[config.mk]
export PLATFORM = sky130hd
export DESIGN_NAME = ahb_lite_slave_mux_flat
export DESIGN_NICKNAME = d
export VERILOG_FILES = /design/src/rtl/ahb_lite_pkg.sv /design/src/rtl/ahb_lite_slave_mux_if.sv /design/src/rtl/ahb_lite_default_slave.sv /design/src/rtl/ahb_lite_slave_mux.sv /design/src/flat_wrapper.sv
export SDC_FILE = /design/constraint.sdc
export NUM_CORES = 1
export LEC_CHECK = 0
export BUFFER_PORTS_ARGS = -buffer_cell sky130_fd_sc_hd__buf_2
export CORE_AREA = 2 2 146 148
export CTS_CLUSTER_SIZE = 16
export DETAILED_ROUTE_END_ITERATION = 10
export DIE_AREA = 0 0 148 150
export MAX_ROUTING_LAYER = met4
export PLACE_DENSITY = 0.52
export SYNTH_ARGS = -nofsm -noshare
export SYNTH_HDL_FRONTEND = slang
export SYNTH_SLANG_ARGS = --single-unit
[constraint.sdc]
create_clock -name HCLK -period 5.6 [get_ports HCLK]
set_clock_uncertainty 0.1 [all_clocks]
set_input_delay 0 -clock HCLK [delete_from_list [all_inputs] [get_ports HCLK]]
set_output_delay 0 -clock HCLK [all_outputs]
set_load 0.01 [all_outputs]
[src/rtl/ahb_lite_pkg.sv]
// Shared AHB-lite encodings and the default-slave state type used by the
// slave-side decoder/mux and its default slave.
`ifndef AHB_LITE_PKG_SV
`define AHB_LITE_PKG_SV

`ifndef W_BURST
`define W_BURST 3
`endif

package ahb_lite_pkg;

  localparam int W_BURST = `W_BURST;

  typedef enum logic [1:0] {
    HTRANS_IDLE   = 2'b00,
    HTRANS_BUSY   = 2'b01,
    HTRANS_NONSEQ = 2'b10,
    HTRANS_SEQ    = 2'b11
  } htrans_e;

  typedef enum logic [1:0] {
    HRESP_OKAY  = 2'b00,
    HRESP_ERROR = 2'b01,
    HRESP_RETRY = 2'b10,
    HRESP_SPLIT = 2'b11
  } hresp_e;

  typedef enum logic [1:0] {
    DS_IDLE = 2'b00,
    DS_ERR1 = 2'b01,
    DS_ERR2 = 2'b10
  } ds_state_e;

  // NONSEQ and SEQ both have bit 1 set; IDLE and BUSY carry no transfer.
  function automatic logic trans_active(input logic [1:0] htrans);
    return htrans[1];
  endfunction

endpackage

`endif

[src/rtl/ahb_lite_slave_mux_if.sv]
// Bus bundle between the single AHB-lite master, the decoder/mux and the
// N_SLAVE attached peripherals.
`ifndef W_BURST
`define W_BURST 3
`endif

interface ahb_lite_slave_mux_if #(
  parameter int N_SLAVE = 4,
  parameter int W_ADDR  = 32,
  parameter int W_DATA  = 32
);

  logic [W_ADDR-1:0]         m_HADDR;
  logic [1:0]                m_HTRANS;
  logic                      m_HWRITE;
  logic [2:0]                m_HSIZE;
  logic [`W_BURST-1:0]       m_HBURST;
  logic [W_DATA-1:0]         m_HWDATA;
  logic                      m_HREADY;
  logic [1:0]                m_HRESP;
  logic [W_DATA-1:0]         m_HRDATA;

  logic [N_SLAVE-1:0]        sl_HSEL;
  logic [W_ADDR-1:0]         sl_HADDR;
  logic [1:0]                sl_HTRANS;
  logic                      sl_HWRITE;
  logic [2:0]                sl_HSIZE;
  logic [`W_BURST-1:0]       sl_HBURST;
  logic [W_DATA-1:0]         sl_HWDATA;
  logic                      sl_HREADY;
  logic [N_SLAVE-1:0]        sl_HREADYOUT;
  logic [N_SLAVE*2-1:0]      sl_HRESP;
  logic [N_SLAVE*W_DATA-1:0] sl_HRDATA;

  // The mux is the slave of the master port and drives the slave-side copies.
  modport slave (
    input  m_HADDR, m_HTRANS, m_HWRITE, m_HSIZE, m_HBURST, m_HWDATA,
    input  sl_HREADYOUT, sl_HRESP, sl_HRDATA,
    output m_HREADY, m_HRESP, m_HRDATA,
    output sl_HSEL, sl_HADDR, sl_HTRANS, sl_HWRITE, sl_HSIZE, sl_HBURST,
    output sl_HWDATA, sl_HREADY
  );

  modport master (
    output m_HADDR, m_HTRANS, m_HWRITE, m_HSIZE, m_HBURST, m_HWDATA,
    output sl_HREADYOUT, sl_HRESP, sl_HRDATA,
    input  m_HREADY, m_HRESP, m_HRDATA,
    input  sl_HSEL, sl_HADDR, sl_HTRANS, sl_HWRITE, sl_HSIZE, sl_HBURST,
    input  sl_HWDATA, sl_HREADY
  );

endinterface

[src/rtl/ahb_lite_default_slave.sv]
// Default slave for unmapped accesses: two-cycle ERROR response plus
// error counter and last-error address capture.
//
// state   | meaning
// DS_IDLE | no error data phase in progress; ready, OKAY
// DS_ERR1 | first ERROR cycle, HREADY low
// DS_ERR2 | second ERROR cycle, HREADY high; next address may be accepted
module ahb_lite_default_slave
  import ahb_lite_pkg::*;
#(
  parameter int W_ADDR          = 32,
  parameter bit ERR_ON_UNMAPPED = 1'b1
) (
  input  logic              HCLK,
  input  logic              HRESETn,
  input  logic              req_i,
  input  logic [W_ADDR-1:0] haddr_i,
  output logic              hready_o,
  output logic [1:0]        hresp_o,
  output logic [15:0]       err_cnt_o,
  output logic [W_ADDR-1:0] err_addr_o
);

  ds_state_e         state_q, state_d;
  logic              err_start;
  logic [15:0]       err_cnt_q, err_cnt_d;
  logic [W_ADDR-1:0] err_addr_q, err_addr_d;
  logic              err_req;

  assign err_req = req_i && ERR_ON_UNMAPPED;

  always_ff @(posedge HCLK or negedge HRESETn) begin
    if (!HRESETn) begin
      state_q    <= DS_IDLE;
      err_cnt_q  <= '0;
      err_addr_q <= '0;
    end else begin
      state_q    <= state_d;
      err_cnt_q  <= err_cnt_d;
      err_addr_q <= err_addr_d;
    end
  end

  always_comb begin
    state_d   = state_q;
    hready_o  = 1'b1;
    hresp_o   = HRESP_OKAY;
    err_start = 1'b0;
    case (state_q)
      DS_IDLE: begin
        if (err_req) begin
          state_d   = DS_ERR1;
          err_start = 1'b1;
        end
      end
      DS_ERR1: begin
        hready_o = 1'b0;
        hresp_o  = HRESP_ERROR;
        state_d  = DS_ERR2;
      end
      DS_ERR2: begin
        hresp_o = HRESP_ERROR;
        if (err_req) begin
          state_d   = DS_ERR1;
          err_start = 1'b1;
        end else begin
          state_d = DS_IDLE;
        end
      end
      default: state_d = DS_IDLE;
    endcase
  end

  always_comb begin
    err_cnt_d  = err_cnt_q;
    err_addr_d = err_addr_q;
    if (err_start) begin
      err_addr_d = haddr_i;
      if (err_cnt_q != 16'hFFFF) begin
        err_cnt_d = err_cnt_q + 16'd1;
      end
    end
  end

  assign err_cnt_o  = err_cnt_q;
  assign err_addr_o = err_addr_q;

endmodule

[src/rtl/ahb_lite_slave_mux.sv]
// Single-master AHB-lite address decoder and response multiplexer for N_SLAVE
// peripherals, with a built-in default slave for unmapped addresses.
module ahb_lite_slave_mux
  import ahb_lite_pkg::*;
#(
  parameter int                        N_SLAVE         = 4,
  parameter int                        W_ADDR          = 32,
  parameter int                        W_DATA          = 32,
  parameter logic [N_SLAVE*W_ADDR-1:0] ADDR_BASE       = {N_SLAVE{32'h0}},
  parameter logic [N_SLAVE*W_ADDR-1:0] ADDR_MASK       = {N_SLAVE{32'hF000_0000}},
  parameter bit                        ERR_ON_UNMAPPED = 1'b1
) (
  input  logic                   HCLK,
  input  logic                   HRESETn,
  ahb_lite_slave_mux_if.slave    bus,
  output logic [15:0]            err_cnt,
  output logic [W_ADDR-1:0]      err_addr
);

  localparam int W_SEL = (N_SLAVE > 1) ? $clog2(N_SLAVE) : 1;

  typedef struct packed {
    logic             valid;
    logic             dflt;
    logic [W_SEL-1:0] idx;
  } dsel_t;

  logic               hit_any;
  logic [W_SEL-1:0]   win_idx;
  logic [N_SLAVE-1:0] hsel;
  logic               unmapped;
  logic               xfer;
  dsel_t              dsel_q, dsel_d;
  logic               ds_hready;
  logic [1:0]         ds_hresp;
  logic               hready;
  logic [1:0]         hresp;
  logic [W_DATA-1:0]  hrdata;

  // Scan from the top so the lowest matching index is the one left standing.
  always_comb begin
    hit_any = 1'b0;
    win_idx = '0;
    for (int i = N_SLAVE - 1; i >= 0; i--) begin
      if ((bus.m_HADDR & ADDR_MASK[i*W_ADDR +: W_ADDR]) ==
          (ADDR_BASE[i*W_ADDR +: W_ADDR] & ADDR_MASK[i*W_ADDR +: W_ADDR])) begin
        hit_any = 1'b1;
        win_idx = W_SEL'(i);
      end
    end
  end

  always_comb begin
    hsel = '0;
    for (int i = 0; i < N_SLAVE; i++) begin
      hsel[i] = hit_any && (win_idx == W_SEL'(i));
    end
  end

  assign unmapped = !hit_any;
  assign xfer     = trans_active(bus.m_HTRANS);

  always_ff @(posedge HCLK or negedge HRESETn) begin
    if (!HRESETn) begin
      dsel_q <= '0;
    end else begin
      dsel_q <= dsel_d;
    end
  end

  always_comb begin
    dsel_d = dsel_q;
    if (hready) begin
      dsel_d.valid = xfer;
      dsel_d.dflt  = unmapped;
      dsel_d.idx   = win_idx;
    end
  end

  ahb_lite_default_slave #(
    .W_ADDR          (W_ADDR),
    .ERR_ON_UNMAPPED (ERR_ON_UNMAPPED)
  ) u_default_slave (
    .HCLK       (HCLK),
    .HRESETn    (HRESETn),
    .req_i      (hready && unmapped && xfer),
    .haddr_i    (bus.m_HADDR),
    .hready_o   (ds_hready),
    .hresp_o    (ds_hresp),
    .err_cnt_o  (err_cnt),
    .err_addr_o (err_addr)
  );

  // Data-phase response depends only on registered dsel, never on the
  // current address, so mapped slaves see no added latency.
  always_comb begin
    hready = 1'b1;
    hresp  = HRESP_OKAY;
    hrdata = '0;
    if (dsel_q.valid) begin
      if (dsel_q.dflt) begin
        hready = ds_hready;
        hresp  = ds_hresp;
      end else begin
        hready = bus.sl_HREADYOUT[dsel_q.idx];
        hresp  = bus.sl_HRESP[int'(dsel_q.idx)*2 +: 2];
        hrdata = bus.sl_HRDATA[int'(dsel_q.idx)*W_DATA +: W_DATA];
      end
    end
  end

  assign bus.m_HREADY  = hready;
  assign bus.m_HRESP   = hresp;
  assign bus.m_HRDATA  = hrdata;

  assign bus.sl_HSEL   = hsel;
  assign bus.sl_HADDR  = bus.m_HADDR;
  assign bus.sl_HTRANS = bus.m_HTRANS;
  assign bus.sl_HWRITE = bus.m_HWRITE;
  assign bus.sl_HSIZE  = bus.m_HSIZE;
  assign bus.sl_HBURST = bus.m_HBURST;
  assign bus.sl_HWDATA = bus.m_HWDATA;
  assign bus.sl_HREADY = hready;

endmodule

[src/flat_wrapper.sv]
// flat-port wrapper written by rule: the top's interface ports become plain ports
module ahb_lite_slave_mux_flat import ahb_lite_pkg::*;
#(
  parameter int                        N_SLAVE         = 4,
  parameter int                        W_ADDR          = 32,
  parameter int                        W_DATA          = 32,
  parameter logic [N_SLAVE*W_ADDR-1:0] ADDR_BASE       = {N_SLAVE{32'h0}},
  parameter logic [N_SLAVE*W_ADDR-1:0] ADDR_MASK       = {N_SLAVE{32'hF000_0000}},
  parameter bit                        ERR_ON_UNMAPPED = 1'b1
)
  (HCLK, HRESETn, err_cnt, err_addr, bus_m_HADDR, bus_m_HTRANS, bus_m_HWRITE, bus_m_HSIZE, bus_m_HBURST, bus_m_HWDATA, bus_sl_HREADYOUT, bus_sl_HRESP, bus_sl_HRDATA, bus_m_HREADY, bus_m_HRESP, bus_m_HRDATA, bus_sl_HSEL, bus_sl_HADDR, bus_sl_HTRANS, bus_sl_HWRITE, bus_sl_HSIZE, bus_sl_HBURST, bus_sl_HWDATA, bus_sl_HREADY);
  ahb_lite_slave_mux_if #(.N_SLAVE(N_SLAVE), .W_ADDR(W_ADDR), .W_DATA(W_DATA)) bus_i ();
  input  logic HCLK;
  input  logic HRESETn;
  output logic [15:0] err_cnt;
  output logic [W_ADDR-1:0] err_addr;
  input wire logic [$bits(bus_i.m_HADDR)-1:0] bus_m_HADDR;
  input wire logic [$bits(bus_i.m_HTRANS)-1:0] bus_m_HTRANS;
  input wire logic [$bits(bus_i.m_HWRITE)-1:0] bus_m_HWRITE;
  input wire logic [$bits(bus_i.m_HSIZE)-1:0] bus_m_HSIZE;
  input wire logic [$bits(bus_i.m_HBURST)-1:0] bus_m_HBURST;
  input wire logic [$bits(bus_i.m_HWDATA)-1:0] bus_m_HWDATA;
  input wire logic [$bits(bus_i.sl_HREADYOUT)-1:0] bus_sl_HREADYOUT;
  input wire logic [$bits(bus_i.sl_HRESP)-1:0] bus_sl_HRESP;
  input wire logic [$bits(bus_i.sl_HRDATA)-1:0] bus_sl_HRDATA;
  output wire logic [$bits(bus_i.m_HREADY)-1:0] bus_m_HREADY;
  output wire logic [$bits(bus_i.m_HRESP)-1:0] bus_m_HRESP;
  output wire logic [$bits(bus_i.m_HRDATA)-1:0] bus_m_HRDATA;
  output wire logic [$bits(bus_i.sl_HSEL)-1:0] bus_sl_HSEL;
  output wire logic [$bits(bus_i.sl_HADDR)-1:0] bus_sl_HADDR;
  output wire logic [$bits(bus_i.sl_HTRANS)-1:0] bus_sl_HTRANS;
  output wire logic [$bits(bus_i.sl_HWRITE)-1:0] bus_sl_HWRITE;
  output wire logic [$bits(bus_i.sl_HSIZE)-1:0] bus_sl_HSIZE;
  output wire logic [$bits(bus_i.sl_HBURST)-1:0] bus_sl_HBURST;
  output wire logic [$bits(bus_i.sl_HWDATA)-1:0] bus_sl_HWDATA;
  output wire logic [$bits(bus_i.sl_HREADY)-1:0] bus_sl_HREADY;
  assign bus_i.m_HADDR = bus_m_HADDR;
  assign bus_i.m_HTRANS = bus_m_HTRANS;
  assign bus_i.m_HWRITE = bus_m_HWRITE;
  assign bus_i.m_HSIZE = bus_m_HSIZE;
  assign bus_i.m_HBURST = bus_m_HBURST;
  assign bus_i.m_HWDATA = bus_m_HWDATA;
  assign bus_i.sl_HREADYOUT = bus_sl_HREADYOUT;
  assign bus_i.sl_HRESP = bus_sl_HRESP;
  assign bus_i.sl_HRDATA = bus_sl_HRDATA;
  assign bus_m_HREADY = bus_i.m_HREADY;
  assign bus_m_HRESP = bus_i.m_HRESP;
  assign bus_m_HRDATA = bus_i.m_HRDATA;
  assign bus_sl_HSEL = bus_i.sl_HSEL;
  assign bus_sl_HADDR = bus_i.sl_HADDR;
  assign bus_sl_HTRANS = bus_i.sl_HTRANS;
  assign bus_sl_HWRITE = bus_i.sl_HWRITE;
  assign bus_sl_HSIZE = bus_i.sl_HSIZE;
  assign bus_sl_HBURST = bus_i.sl_HBURST;
  assign bus_sl_HWDATA = bus_i.sl_HWDATA;
  assign bus_sl_HREADY = bus_i.sl_HREADY;
  ahb_lite_slave_mux #(.N_SLAVE(N_SLAVE), .W_ADDR(W_ADDR), .W_DATA(W_DATA), .ADDR_BASE(ADDR_BASE), .ADDR_MASK(ADDR_MASK), .ERR_ON_UNMAPPED(ERR_ON_UNMAPPED)) u_core (.HCLK(HCLK), .HRESETn(HRESETn), .bus(bus_i), .err_cnt(err_cnt), .err_addr(err_addr));
endmodule
==> summary.txt <==
Crit path max fanout = 32
Area growth from synthesis to layout = 52.38%
Crit-path cells = dlygate4sd3_1 > buf_2 > nor4_1 > a31oi_1 > nand2_1 > buf_4 > mux2_2
Maximum count of clock buffers along a single path = 2
Wirelength per Cell = 11.94 um
Overall routed net length = 8859 um
Post-Layout Cell Count = 742
CTS tree = done
Cell area after placement = 0.003694 mm2
Initial antenna violation count = 0
Register area share after synthesis = 43.37%
Vias in the first global route = 2,236
Leakage power = 2.282 nW
Root Buffer Master = sky130_fd_sc_hd__clkbuf_16
Gpl congestion = 0.6894
Cell type group with the largest total delay on the critical path = buffers and inverters
Worst reg-to-reg setup slack = 3.21 ns
Launching instance or port of the critical path = bus_m_HADDR[29]
Global-route wire length before repair = 12,250 um
Mean area per synthesized cell = 10.75 um2
Setup Crit Path Kind = in -> reg
Total GRT Usage = 7.431%
Sinks on the clock net = 52
Fill count = 2,224
Die H = 150 um
Clock transition at the registers of the reported paths = 0.07 ns
Sum of net half-perimeters after detailed placement = 6066 um
Count of mapped cells out of synthesis = 279
Synth unique cells = 27
Final critical-path setup slack = 3.051 ns
Layout net count = 688
EDFF count, synth = 0
Total buffers and inverters traversed by the critical path = 3
Register bit count reported by yosys = 52
Chip width = 148 um
Tmin final = 2.549 ns
Core footprint = 0.02069 mm2
Layout Cell Area excl Fill = 0.004572 mm2
Final Power = 1.711 mW
Launching point of the worst reg2reg path = u_core.u_default_slave.state_q[1]
Leading area contributor after synthesis = sky130_fd_sc_hd__dfrtp_1
Worst setup slack after placement = 3.141 ns
Total Die Area = 0.02220 mm2
Arrival time of the worst setup path = 2.63 ns
Final period utilization = 45.51%
Cell types with the highest counts after synthesis = 78 x sky130_fd_sc_hd__buf_4, 52 x sky130_fd_sc_hd__dfrtp_1, 33 x sky130_fd_sc_hd__and2_1, 33 x sky130_fd_sc_hd__mux2_2, 10 x sky130_fd_sc_hd__nand2_1
Initial Util = 14.50%
Final count of pins violating max slew = 0
Element type at the critical path start = input port
Boundary Pins = 376
Number of clock buffers inserted by TritonCTS = 5
Most instantiated flip-flop cell in the synthesis netlist = sky130_fd_sc_hd__dfrtp_1
Normalized max-slew margin = 47.07%
Routed via count divided by cell count = 3.375
Fraction of registers with async set or reset after synthesis = 100.0%
Hold violation total from the final report = 0
Fraction of post-synthesis cell area in the top cell type by area = 43.37%
Power density over cell area = 374.2 mW/mm2
Clk_lat worst skew = 0.30 ns
Post-route DRC = 0
Slowest cell delay on critical path = 0.70 ns
F_max = 392.3 MHz
Warnings from Yosys = 0
Maximum number of pins on one net before global-route repair = 53
Required time at the worst-slack endpoint = 5.68 ns
Area of the mapped netlist = 0.003000 mm2
Worst voltage drop across the vdd grid = 236.3 uV
CTS H-Tree Depth = 2
Port-buffer cells = 187
Slowest stage cell, crit path = sky130_fd_sc_hd__nor4_1
Actual transition at the worst max-transition pin = 0.7868 ns
Residual antenna-violating net count after detailed routing = 0
Cells taking the most area after synthesis = sky130_fd_sc_hd__dfrtp_1 43%, sky130_fd_sc_hd__buf_4 20%, sky130_fd_sc_hd__mux2_2 12%
Placed Cells incl. Taps = 661
Number of violations reported at the end of detailed-routing iteration 0 = 51
Status = finished, final reports clean
Proportion of layout cells with a drive suffix above 1 = 49.89%
Critical Path Stages = 7
CP Capture Type = flip-flop
Number of rows created at floorplan = 53
Max-Cap Viols = 0
Depth of the worst hold-timing path = 4
Kind of path behind the tightest hold check = in -> reg
Diode insertion count for antenna repair = 0
Termination of the worst setup path = u_core.u_default_slave.err_addr_o[30]
Terminus of the critical flop-to-flop path = u_core.u_default_slave.err_cnt_o[10]
Setup repair bufs after CTS = 0
Final setup violating endpoints = 0
Total via count in the routed design = 2,504
Overflow left after global routing = 0
Number of detailed-routing iterations run before antenna repair = 4
Setup repair after global routing missed its margin = no
Depth of the worst register-to-register path = 7
Final sum of negative setup slack = 0 ns
Most numerous cell in the Yosys netlist = sky130_fd_sc_hd__buf_4
-- where the power goes --
group	internal (mW)	switching, mW	leakage (nW)
sequential	0.526	0.0881	0.627
combinational	0.391	0.397	1.59
clock	0.163	0.145	0.0657
-- cells in the final DEF (no fill, tap or decap), drive strengths merged --
| master | n |
|---|---|
| a31o | 1 |
| a31oi | 1 |
| and2 | 33 |
| and3 | 2 |
| buf | 190 |
| clkbuf | 5 |
| clkinv | 1 |
| clkinvlp | 1 |
| conb | 3 |
| dfrtp | 52 |
| dlygate4sd3 | 74 |
| ha | 6 |
| inv | 4 |
| mux2 | 33 |
| mux2i | 1 |
| nand2 | 10 |
| nand2b | 3 |
| nand3 | 8 |
| nand4 | 6 |
| nor2 | 4 |
| nor2b | 3 |
| nor3 | 6 |
| nor3b | 1 |
| nor4 | 2 |
| o31ai | 1 |
| or4 | 1 |
| xnor2 | 9 |
| xor2 | 6 |
-- how the worst min path moves through the flow --
stage                        start                to  slack [ns]
6_report       bus_sl_HREADYOUT[0]  u_core.dsel_q[3]        0.02
5_1_grt        bus_sl_HREADYOUT[0]  u_core.dsel_q[3]        0.05
4_1_cts        bus_sl_HREADYOUT[0]  u_core.dsel_q[3]        0.02
3_5_place_dp       bus_m_HWDATA[1]  bus_sl_HWDATA[1]        -0.1
3_3_place_gp       bus_m_HWDATA[1]  bus_sl_HWDATA[1]        -0.1
2_1_floorplan              HRESETn  u_core.dsel_q[2]       -0.40
-- worst reg2reg max path, stage by stage (launching register included) --
cell                       delay (ns)
sky130_fd_sc_hd__dfrtp_1         0.39
sky130_fd_sc_hd__inv_1           0.09
sky130_fd_sc_hd__ha_1            0.19
sky130_fd_sc_hd__nand2b_1        0.15
sky130_fd_sc_hd__a31oi_1         0.56
sky130_fd_sc_hd__nand3_2         0.36
sky130_fd_sc_hd__nor4_1          0.31
sky130_fd_sc_hd__xor2_1          0.17
-- logic make-up after synthesis --
logic type	count (synthesis)	share of synthesized area (%)
other cells	1	0.1250
simple gates	79	15.10
xor+xnor	15	4.379
buf+inv	89	21.06
flops	52	43.37
fa+ha+maj	6	2.502
mux	34	12.72
compound gates	3	0.7509
-- layout make-up --
type / instances / area [um2] / share of cell area [%]
clock inverter: 2 / 12.51 / 0.2737
sequential: 52 / 1301 / 28.46
inverter: 4 / 15.01 / 0.3284
tap: 275 / 344.1 / 7.526
clock buffer: 5 / 125.1 / 2.737
multi-input combinational: 140 / 1075 / 23.51
timing repair buffer: 264 / 1699 / 37.16
-- state kept, by name, summed over array words and instances (netlist names) --
signal                             flops
u_core.u_default_slave.err_addr_o     32
u_core.u_default_slave.err_cnt_o      16
u_core.dsel_q                          2
u_core.u_default_slave.state_q         2
-- layer usage --
metal	up-vias	global-route usage, %	part of all wire (%)
met5	-	-	0
met4	0	1.857	0.91
met3	7	2.530	8.4
met2	128	12.50	51
met1	1165	8.524	40
li1	1204	-	-
-- per-stage QoR --
| step | hold WS (ns) | util, % |
|---|---|---|
| 6_report | 0.01822 | 22.10 |
| 5_1_grt | 0.05143 | 22.10 |
| 4_1_cts | 0.01785 | 22.10 |
| 3_5_place_dp | -0.09993 | 17.85 |
| 3_3_place_gp | -0.09993 | 17.85 |
| 2_1_floorplan | -0.3956 | - |
-- what timing repair did --
action                                 in CTS  in global routing
endpoints found under the hold margin     126                  0
hold buffers                               74                  0
gates resized for setup                     0                  0
Note: power is estimated with default switching activity, not from simulation.
